$ cat config.mk
export PLATFORM = sky130hd
export DESIGN_NAME = alu_ctrl_mc
export DESIGN_NICKNAME = d
export VERILOG_FILES = /design/src/rtl/alu_ctrl_mc.sv
export SDC_FILE = /design/constraint.sdc
export NUM_CORES = 1
export LEC_CHECK = 0
export CORE_MARGIN = 2
export CORE_UTILIZATION = 45
export CTS_BUF_LIST = sky130_fd_sc_hd__clkbuf_4
export DETAILED_ROUTE_END_ITERATION = 8
export PLACE_DENSITY = 0.76
export SLEW_MARGIN = 20
export SYNTH_ARGS = -nofsm -noshare
export SYNTH_HDL_FRONTEND = slang
export SYNTH_SLANG_ARGS = --single-unit
$ cat constraint.sdc
create_clock -name clk -period 1.46 [get_ports clk]
set_input_delay 0.292 -clock clk [delete_from_list [all_inputs] [get_ports clk]]
set_output_delay 0.292 -clock clk [all_outputs]
set_load 0.05 [all_outputs]
$ cat src/rtl/alu_ctrl_mc.sv
// ALU control decode with multi-cycle MULT/DIV sequencing: stalls the PC for the
// unit latency, then issues a single HI/LO write strobe.
module alu_ctrl_mc #(
    parameter int CTRL_W      = 4,
    parameter int MULT_CYCLES = 4,
    parameter int DIV_CYCLES  = 32,
    parameter int CNT_W       = 6
) (
    input  logic              clk,
    input  logic              reset,
    input  logic              valid_in,
    input  logic [1:0]        ALUOp,
    input  logic [5:0]        funct,
    output logic [CTRL_W-1:0] alu_ctrl,
    output logic              illegal,
    output logic              hilo_sel,
    output logic              stall,
    output logic              busy,
    output logic [1:0]        md_op,
    output logic              hilo_we
);

    localparam logic [1:0] IDLE = 2'd0;
    localparam logic [1:0] BUSY = 2'd1;
    localparam logic [1:0] DONE = 2'd2;

    localparam logic [3:0] ALU_AND = 4'b0000;
    localparam logic [3:0] ALU_OR  = 4'b0001;
    localparam logic [3:0] ALU_ADD = 4'b0010;
    localparam logic [3:0] ALU_XOR = 4'b0011;
    localparam logic [3:0] ALU_SUB = 4'b0110;
    localparam logic [3:0] ALU_SLT = 4'b0111;
    localparam logic [3:0] ALU_NOR = 4'b1100;

    localparam logic [CNT_W-1:0] MULT_LOAD = CNT_W'(MULT_CYCLES - 1);
    localparam logic [CNT_W-1:0] DIV_LOAD  = CNT_W'(DIV_CYCLES - 1);

    logic [1:0]       state;
    logic [CNT_W-1:0] count;
    logic [3:0]       ctrl4;
    logic             md_class;
    logic             accept;

    always_comb begin
        ctrl4   = ALU_ADD;
        illegal = 1'b0;
        case (ALUOp)
            2'b00: ctrl4 = ALU_ADD;
            2'b01: ctrl4 = ALU_SUB;
            2'b11: ctrl4 = ALU_OR;
            default: begin
                case (funct)
                    6'b100000, 6'b100001: ctrl4 = ALU_ADD;
                    6'b100010, 6'b100011: ctrl4 = ALU_SUB;
                    6'b100100:            ctrl4 = ALU_AND;
                    6'b100101:            ctrl4 = ALU_OR;
                    6'b100110:            ctrl4 = ALU_XOR;
                    6'b100111:            ctrl4 = ALU_NOR;
                    6'b101010, 6'b101011: ctrl4 = ALU_SLT;
                    // md class and MFHI/MFLO route the adder; the result is unused
                    6'b011000, 6'b011001, 6'b011010, 6'b011011,
                    6'b010000, 6'b010010: ctrl4 = ALU_ADD;
                    default: begin
                        ctrl4   = ALU_ADD;
                        illegal = 1'b1;
                    end
                endcase
            end
        endcase
    end

    assign alu_ctrl = CTRL_W'(ctrl4);
    assign hilo_sel = ~funct[1];

    // Handshake: an md instruction is taken when valid_in is high in IDLE; the
    // issuer must hold it on the inputs while stall is high and it retires in DONE.
    assign md_class = (funct[5:2] == 4'b0110);
    assign accept   = (state == IDLE) && valid_in && (ALUOp == 2'b10) && md_class;
    assign stall    = accept || (state == BUSY);
    assign busy     = (state == BUSY) || (state == DONE);

    always_ff @(posedge clk) begin
        if (reset) begin
            state   <= IDLE;
            count   <= '0;
            md_op   <= 2'b00;
            hilo_we <= 1'b0;
        end else begin
            case (state)
                IDLE: begin
                    hilo_we <= 1'b0;
                    if (accept) begin
                        md_op <= funct[1:0];
                        count <= funct[1] ? DIV_LOAD : MULT_LOAD;
                        state <= BUSY;
                    end
                end
                BUSY: begin
                    if (count == '0) begin
                        state   <= DONE;
                        hilo_we <= 1'b1;
                    end else begin
                        count <= count - 1'b1;
                    end
                end
                DONE: begin
                    state   <= IDLE;
                    hilo_we <= 1'b0;
                end
                default: begin
                    state   <= IDLE;
                    hilo_we <= 1'b0;
                end
            endcase
        end
    end

endmodule

==> results of run 1 <==
==> what timing repair did <==
item	4_1_cts
pin swaps	14
hold buffers	0
gates resized for setup	73
endpoints found under the hold margin	0
endpoints found under the setup margin	18
setup buffers	13
==> kinds of logic after synthesis <==
| family | synth area share [%] |
|---|---|
| buffers and inverters | 5.38 |
| AOI/OAI and AO/OA | 32.4 |
| adders and majority gates | 7.47 |
| DFF | 26.3 |
| and+or+nand+nor | 26.0 |
| muxes | 2.39 |
==> stage by stage <==
| stage | area [um^2] | instances | TNS, ns | util, % | hold WS (ns) |
|---|---|---|---|---|---|
| detailed placement | 1420 | 174 | -8.03 | 81.4 | 0.497 |
| global placement | 1420 | 174 | -7.55 | 81.4 | 0.480 |
| floorplan | 881 | 100 | -0.832 | - | 0.391 |
| CTS | 1650 | 189 | -0.896 | 94.8 | 0.386 |
==> flow_summary.toml, run 1 <==
[die]
initial_core_util_pct = 48.0
pin_count = 22
dieWidth_um = 47.1
rows = 15
die_h_um = 47.1

[placed_design]
numPortBuffers = 21
place_ws_ns = -0.698
hpwl_um = 2130
place_congestion = 0.886

[yosys]
synth_top_cell_by_area = "dfxtp_1"
yosys-top-cells-area = "dfxtp_1, ha_1, o21ai_0"
syn-instance-count = 100
avgSynthCellArea_um2 = 8.37
synth_top_area_share_pct = 26.3
ys.flop_type = "dfxtp_1"
synth_common_cells = "dfxtp_1, inv_1, o21ai_0"
ys_seq_area_share_pct = 26.3
synthesis.area_um2 = 837
synth_edf_count = 0
yosys_warnings = 0
synth_cell_types = 41
async_reset_ff_share_pct = 0
ys_ff_latch = 11
synth_nets = 116

[cts]
root_buffer = "clkbuf_4"
clockBufferDepth = 2
cts_made_buffers = 3
cts_sinks = 11
htree_levels = 1

[run_status]
outcome = "stopped before the end"
tool.error = "[ERROR DPL-0038] Utilization greater than 100%, impossible to legalize"
lastStage = "global routing (5_1_grt)"

[timing]
endpoint_type = "output port"
grt_worst_setup_endpoint = "alu_ctrl[2]"

[global_routing]
grt_start_max_net_pins = 8
==> inputs of run 2 (changes only) <==
CORE_AREA = 2 2 63 65   (was unset)
CORE_MARGIN = unset   (was 2)
CORE_UTILIZATION = unset   (was 45)
CTS_BUF_LIST = unset   (was sky130_fd_sc_hd__clkbuf_4)
DIE_AREA = 0 0 65 67   (was unset)
PLACE_DENSITY = unset   (was 0.76)
PLACE_DENSITY_LB_ADDON = 0.15   (was unset)
clock period = 1.9 ns   (was 1.46 ns; I/O delays follow)
==> flow_summary.toml, run 2 <==
[run_status]
outcome = "finished with violations"
violations = "setup timing"

[yosys]
ys.flop_type = "dfxtp_1"
synth_common_cells = "dfxtp_1, inv_1, o21ai_0"
ys_seq_area_share_pct = 26.3
synth_cell_types = 41
synthesis.area_um2 = 837
yosys-top-cells-area = "dfxtp_1, ha_1, o21ai_0"
ys_ff_latch = 11
syn-instance-count = 100
synth_edf_count = 0
synth_top_cell_by_area = "dfxtp_1"
yosys_warnings = 0
async_reset_ff_share_pct = 0
avgSynthCellArea_um2 = 8.37
synth_top_area_share_pct = 26.3
synth_nets = 116

[drt]
via_per_inst = 4.73
wl_per_cell_um = 12.9
drt_wl_total_um = 2480
dr_total_vias = 908
postRouteAntennaNets = 0
drtPass1Iterations = 4
drt_iter0_drc = 29
drc = 0

[die]
pin_count = 22
die_h_um = 67
dieWidth_um = 65
rows = 22
coreArea_um2 = 3610
initial_core_util_pct = 23.2
die_area_um2 = 4360

[placed_design]
numPortBuffers = 21
placedInstanceArea_um2 = 1340
place_ws_ns = -0.511
placed_cells = 188
place_congestion = 0.865
hpwl_um = 1950

[power_and_ir_drop]
p_int_mw = 0.962
ir_worst_vdd_mv = 1.70
clkPwrFrac_pct = 13.5
share_comb_of_total_power_pct = 68.1
total_power_mw = 1.75
swShare_pct = 45.2
p_seq_share_pct = 18.5
switching_power_mw = 0.793
power.leakage_nw = 0.587
powerDensity_nw_per_um2 = 1260

[timing]
min_period_ns = 1.91
setup_slack_ns = -0.00935
hold_violations = 0
finalSetupViolCount = 1
maxSlewHeadroom_pct = 66.7
tightest_slew_ns = 0.498
fin_crit_sh_pct = 100
rsz0062_at_grt = "true"
fin_worst_skew_ns = 0.00439
slew_viol_final = 0
fmax_mhz = 524

[cts]
cts_tree = "done"
cts_sinks = 11
root_buffer = "clkbuf_8"
postCtsSetupRepairBufs = 0
clk_latency_ns = 0.24
htree_levels = 1
clockBufferDepth = 2
cts_made_buffers = 3
clkTransAtPathRegs_ns = 0.05

[setup_path]
start_kind = "input port"
rr_endpoint = "count[3]$_SDFFE_PP0P_"
worstPathArrival_ns = 1.53
worstSetupEndpointType = "output pin"
cp-startpoint = "funct[4]"
crit_required_ns = 1.52
crit_type = "in -> out"
rrSetupSlack_ns = 0.33
r2r_start = "state[1]$_SDFFE_PP0P_"
worstSetupEndpoint = "alu_ctrl[3]"
ff2ff_path_depth = 6
worstPathMaxFanout = 2

[cells_and_area]
seqCellArea_um2 = 220
largest_reg_flops = 6
final_area_um2 = 1400
fillers = 354
antenna_cells = 0
fin_cells = 192
multi_input_area_um2 = 633
syn_to_final_growth_pct = 67.0
largest_registers = "count (6), md_op (2), state (2)"
drive_gt1_share_pct = 40.3
top_register = "count"
final_common_cell = "buf_4"
final_cell_mix = "buf_4, dfxtp_1, inv_1"
final_nets = 161

[global_routing]
grtUsageMet3_pct = 3.72
antenna_found_initial = 0
grt.total_usage_pct = 12.1
busiest_layer = "met2"
grt_pass1_wl_um = 3990
grt_pass1_vias = 874
overflow = 0
grtUsageMet1_pct = 15.6
grt_start_max_net_pins = 13
globalRouteMet2Util_pct = 19.7

[worst_hold_path]
min_path_type = "reg -> reg"

[job]
drv_cap = 0
==> run 2: cell counts after synthesis <==
No cell type changed its count.
==> run 2: kinds of logic after synthesis <==
| kind of cell | after synthesis | share of synthesized area, % |
|---|---|---|
| compound gates | 36 | 32.4 |
| simple gates | 34 | 26.0 |
| buf+inv | 12 | 5.38 |
| flops | 11 | 26.3 |
| fa+ha+maj | 5 | 7.47 |
| mux | 2 | 2.39 |
==> run 2: power groups by stage <==
stage               Sequential [mW]  Clock, mW  Combinational (mW)
detailed placement            0.327          0                1.18
floorplan                     0.336          0               0.735
global route                  0.331      0.261                1.31
CTS                           0.322      0.248                1.19
global placement              0.325          0                1.17
finish                        0.324      0.236                1.19
==> run 2: repair_timing <==
| action | in CTS | in global routing |
|---|---|---|
| pin swaps | 5 | 4 |
| setup endpoints to repair | 6 | 3 |
| hold buffers | 0 | 0 |
| resized for setup | 31 | 10 |
| endpoints found under the hold margin | 0 | 0 |
==> run 2: area by class of cell <==
class	count	share of cell area (%)
multi-input combinational	77	45.3
timing repair buffer	41	28.5
sequential	11	15.8
tap	48	4.30
clock buffer	4	3.22
inverter	11	2.95
==> run 2: how the worst min path moves through the flow <==
| stage | cells after the start | to | slack (ns) | start |
|---|---|---|---|---|
| floorplan | 1 | count[5]$_SDFFE_PP0P_ | 0.46 | count[5]$_SDFFE_PP0P_ |
| detailed placement | 2 | hilo_we$_SDFFE_PP0P_ | 0.48 | hilo_we$_SDFFE_PP0P_ |
| global placement | 1 | count[5]$_SDFFE_PP0P_ | 0.48 | count[5]$_SDFFE_PP0P_ |
| global route | 2 | hilo_we$_SDFFE_PP0P_ | 0.51 | hilo_we$_SDFFE_PP0P_ |
| CTS | 2 | hilo_we$_SDFFE_PP0P_ | 0.49 | hilo_we$_SDFFE_PP0P_ |
| finish | 2 | hilo_we$_SDFFE_PP0P_ | 0.49 | hilo_we$_SDFFE_PP0P_ |
==> run 2: per-layer routing <==
| layer | wire length, um | share of wire, % | up-vias |
|---|---|---|---|
| li1 | - | - | 462 |
| met1 | 1180 | 48 | 426 |
| met2 | 1190 | 48 | 18 |
| met3 | 97 | 3.9 | 2 |
| met4 | 10 | 0.40 | 0 |
| met5 | 0 | 0 | - |
==> run 2: metrics by stage <==
| stage | hold WS, ns | setup TNS [ns] | util, % |
|---|---|---|---|
| finish | 0.490 | -0.00935 | 38.8 |
| global route | 0.513 | -0.0568 | 38.8 |
| CTS | 0.493 | -0.0892 | 38.2 |
| detailed placement | 0.485 | -3.07 | 37.2 |
| global placement | 0.479 | -2.91 | 37.2 |
| floorplan | 0.464 | -0.246 | - |
==> run 2: critical path, stage by stage <==
cell	delay, ns
buf_6	0.09
nand2b_4	0.13
or4b_4	0.52
nor4_4	0.22
buf_12	0.18
Power figures use the tool's default switching activity.
==> inputs of run 3 (changes only) <==
CTS_BUF_LIST = sky130_fd_sc_hd__clkbuf_8   (was unset)
==> flow_summary.toml, run 3 (same netlist as run 2, synthesis figures left out) <==
[run_status]
outcome = "finished with violations"
violations = "setup timing"

[cts]
postCtsSetupRepairBufs = 0
htree_levels = 1
cts_tree = "done"
root_buffer = "clkbuf_8"
cts_made_buffers = 3
clkTransAtPathRegs_ns = 0.05
cts_sinks = 11
ctsHoldBuffers = 0
clk_latency_ns = 0.24
clockBufferDepth = 2

[global_routing]
grtUsageMet3_pct = 3.72
busiest_layer = "met2"
grt_pass1_vias = 874
overflow = 0
antenna_found_initial = 0
globalRouteMet2Util_pct = 19.7
grt_start_max_net_pins = 13
grt_pass1_wl_um = 3990
grt.total_usage_pct = 12.1
grtUsageMet1_pct = 15.6

[die]
die_area_um2 = 4360
pin_count = 22
initial_core_util_pct = 23.2
die_h_um = 67
rows = 22
dieWidth_um = 65
coreArea_um2 = 3610

[timing]
fmax_mhz = 524
tightest_slew_ns = 0.497
setup_slack_ns = -0.00935
hold_violations = 0
fin_setup_tns_ns = -0.00935
finalSetupViolCount = 1
fin_crit_sh_pct = 100
min_period_ns = 1.91
fin_worst_skew_ns = 0.00347
maxSlewHeadroom_pct = 66.8
slew_viol_final = 0
rsz0062_at_grt = "true"

[power_and_ir_drop]
share_comb_of_total_power_pct = 68.2
switching_power_mw = 0.793
power.leakage_nw = 0.591
ir_worst_vdd_mv = 1.68
p_int_mw = 0.957
clkPwrFrac_pct = 13.2
powerDensity_nw_per_um2 = 1250
swShare_pct = 45.3
p_seq_share_pct = 18.5

[drt]
wl_per_cell_um = 12.9
postRouteAntennaNets = 0
via_per_inst = 4.73
drt_wl_total_um = 2480
dr_total_vias = 908
drc = 0
drtPass1Iterations = 4
drt_iter0_drc = 29

[setup_path]
cp_slowest_stage_delay_ns = 0.52
worstSetupEndpointType = "output pin"
start_kind = "input port"
crit_type = "in -> out"
crit_chain = "buf_6 -> nand2b_4 -> or4b_4 -> nor4_4 -> buf_12"
worstSetupEndpoint = "alu_ctrl[3]"
rrSetupSlack_ns = 0.33
worst_path_max_delay_cell = "or4b_4"
worstPathMaxFanout = 2
crit_required_ns = 1.52
r2r_start = "state[1]$_SDFFE_PP0P_"
rr_endpoint = "count[3]$_SDFFE_PP0P_"
ff2ff_path_depth = 6
worstPathArrival_ns = 1.53
cp-startpoint = "funct[4]"

[cells_and_area]
utilization_pct = 38.8
final_common_cell = "buf_4"
final_cell_mix = "buf_4, dfxtp_1, inv_1"
drive_gt1_share_pct = 40.3
final_nets = 161
top_register = "count"
antenna_cells = 0
largest_registers = "count (6), md_op (2), state (2)"
syn_to_final_growth_pct = 67.0
largest_reg_flops = 6

[placed_design]
place_congestion = 0.865
numPortBuffers = 21
hpwl_um = 1950

[job]
drv_cap = 0

[worst_hold_path]
min_path_type = "reg -> reg"
==> run 3: changes by cell type in the layout (fill, tap and decap cells not counted), sizes merged <==
cell | previous run | this run
inv | 11 | 12
clkbuf | 6 | 5
==> run 3: cell type report <==
class	instances	area, um^2
multi-input combinational	77	633
fill	354	2210
clock buffer	3	41.3
timing repair buffer	41	398
clock inverter	1	3.75
sequential	11	220
inverter	11	41.3
tap	48	60.1
==> run 3: repair_timing <==
action,4_1_cts,5_1_grt
setup endpoints to repair,6,3
resized for setup,31,10
hold endpoints to repair,0,0
pin swaps,5,4
==> run 3: worst min-delay path by stage <==
stage               slack [ns]  depth (start not counted)                   from                     to
finish                    0.49                          2   hilo_we$_SDFFE_PP0P_   hilo_we$_SDFFE_PP0P_
detailed placement        0.48                          2   hilo_we$_SDFFE_PP0P_   hilo_we$_SDFFE_PP0P_
global placement          0.48                          1  count[5]$_SDFFE_PP0P_  count[5]$_SDFFE_PP0P_
global route              0.51                          2   hilo_we$_SDFFE_PP0P_   hilo_we$_SDFFE_PP0P_
floorplan                 0.46                          1  count[5]$_SDFFE_PP0P_  count[5]$_SDFFE_PP0P_
CTS                       0.49                          2   hilo_we$_SDFFE_PP0P_   hilo_we$_SDFFE_PP0P_
==> run 3: per-stage QoR <==
step                      power [mW]  area [um^2]  instances  setup WS [ns]  hold slack (ns)
after floorplan                 1.07          870        100         -0.238            0.464
after global placement          1.50         1340        188         -0.443            0.479
after detailed placement        1.51         1340        188         -0.511            0.485
after CTS                       1.75         1380        192        -0.0892            0.493
after global routing            1.89         1400        192        -0.0520            0.513
final                           1.75         1400        192       -0.00935            0.490
==> run 3: layer usage <==
metal,routed length [um],share of wire (%)
met4,10,0.40
met2,1190,48
met5,0,0
met3,97,3.9
met1,1180,47
==> run 3: critical path, delay by kind of cell <==
kind                   cells  cell delay [ns]
and+or+nand+nor            3             0.87
buffers and inverters      2             0.27
==> run 3: power by group through the flow <==
stage | clock [mW] | sequential [mW] | combinational, mW
detailed placement | 0 | 0.327 | 1.18
CTS | 0.243 | 0.322 | 1.19
global route | 0.256 | 0.331 | 1.31
finish | 0.232 | 0.324 | 1.19
floorplan | 0 | 0.336 | 0.735
global placement | 0 | 0.325 | 1.17
==> inputs of run 4 (changes only) <==
GPL_ROUTABILITY_DRIVEN = 0   (was unset)
clock period = 2.3 ns   (was 1.9 ns; I/O delays follow)
==> flow_summary.toml, run 4 (same netlist as run 2, synthesis figures left out) <==
[power_and_ir_drop]
clkPwrFrac_pct = 14.1
ir_worst_vdd_mv = 0.690
share_comb_of_total_power_pct = 65.8
p_int_mw = 0.693
powerDensity_nw_per_um2 = 1000
swShare_pct = 47.7
p_seq_share_pct = 20.1
total_power_mw = 1.32
power.leakage_nw = 0.560
switching_power_mw = 0.632

[global_routing]
grt_start_max_net_pins = 15
grt.total_usage_pct = 12.1
antenna_found_initial = 0
overflow = 0
grt_pass1_wl_um = 4140
grt_pass1_vias = 907

[drt]
dr_total_vias = 876
drt_iter0_drc = 21
drc = 0
via_per_inst = 4.71
drtPass1Iterations = 4
wl_per_cell_um = 12.6
postRouteAntennaNets = 0
drt_wl_total_um = 2340

[timing]
fin_setup_tns_ns = 0
fin_crit_sh_pct = 95.2
min_period_ns = 2.19
fmax_mhz = 457
rsz0062_at_grt = "false"
fin_worst_skew_ns = 0.00226
maxSlewHeadroom_pct = 62.8
hold_violations = 0
tightest_slew_ns = 0.556
finalSetupViolCount = 0
slew_viol_final = 0

[setup_path]
crit_type = "in -> out"
start_kind = "input port"
worstPathArrival_ns = 1.73
crit_required_ns = 1.84
worstPathMaxFanout = 6
worstSetupEndpointType = "output pin"

[cells_and_area]
fillers = 372
final_common_cell = "buf_4"
seqCellArea_um2 = 220
drive_gt1_share_pct = 26.8
fin_cells = 186
syn_to_final_growth_pct = 57.8
antenna_cells = 0
largest_reg_flops = 6
final_cell_mix = "buf_4, inv_1, dfxtp_1"
top_register = "count"
largest_registers = "count (6), md_op (2), state (2)"
final_nets = 155
multi_input_area_um2 = 604
utilization_pct = 36.6

[cts]
cts_sinks = 11
htree_levels = 1
postCtsSetupRepairBufs = 0
cts_made_buffers = 3
clk_latency_ns = 0.23
clockBufferDepth = 2
clkTransAtPathRegs_ns = 0.05
cts_tree = "done"
root_buffer = "clkbuf_8"

[placed_design]
placed_cells = 182
hpwl_um = 1810
numPortBuffers = 21

[die]
pin_count = 22
coreArea_um2 = 3610
initial_core_util_pct = 23.2
rows = 22
dieWidth_um = 65
die_h_um = 67
die_area_um2 = 4360

[job]
drv_cap = 0

[run_status]
outcome = "complete, no violations"

[worst_hold_path]
min_path_type = "reg -> reg"
-- run 4: worst max-delay path: stages --
cell	delay (ns)
clkdlybuf4s15_1	0.24
or4_1	0.54
a21oi_1	0.14
o21a_1	0.19
buf_12	0.15
-- run 4: worst paths after layout --
check	slack, ns	to	cells past startpoint	start
worst max-delay path	0.11	alu_ctrl[0]	5	funct[1]
worst min-delay path	0.50	hilo_we$_SDFFE_PP0P_	2	hilo_we$_SDFFE_PP0P_
worst max register to register	0.62	count[3]$_SDFFE_PP0P_	6	state[1]$_SDFFE_PP0P_
worst min register to register	0.50	hilo_we$_SDFFE_PP0P_	2	hilo_we$_SDFFE_PP0P_
-- run 4: final cells by class --
| type | count | share of cell area (%) |
|---|---|---|
| multi-input cells | 77 | 45.7 |
| repair buffers | 35 | 26.5 |
| flip-flops and latches | 11 | 16.7 |
| well taps | 48 | 4.55 |
| clock buffers | 3 | 3.12 |
| inverters | 11 | 3.12 |
| clock inverters | 1 | 0.284 |
-- run 4: repair_timing --
| item | in CTS | in global routing |
|---|---|---|
| gates resized for setup | 12 | 0 |
| endpoints found under the setup margin | 5 | 1 |
| pin swaps | 5 | 1 |
| hold buffers | 0 | 0 |
-- run 4: power by group through the flow --
stage / clock network (mW) / logic [mW] / registers, mW
2_1_floorplan: 0 / 0.605 / 0.278
3_3_place_gp: 0 / 0.855 / 0.269
3_5_place_dp: 0 / 0.860 / 0.269
4_1_cts: 0.195 / 0.864 / 0.265
5_1_grt: 0.206 / 0.952 / 0.271
6_report: 0.187 / 0.872 / 0.266
-- run 4: routing by layer --
metal,GRT usage (%),part of all wire [%],wire [um],up-vias
li1,-,-,-,450
met1,16.3,47,1100,391
met2,18.9,46,1070,31
met3,3.38,5.7,134,4
met4,3.19,1.5,36,0
met5,0,0,0,-
-- run 4: stage by stage --
stage          setup WS, ns  cell area, um^2  hold WS [ns]
2_1_floorplan       -0.0183              858         0.464
3_3_place_gp         -0.214             1270         0.481
3_5_place_dp         -0.227             1270         0.490
4_1_cts             0.00388             1320         0.497
5_1_grt              0.0487             1320         0.511
6_report              0.111             1320         0.498
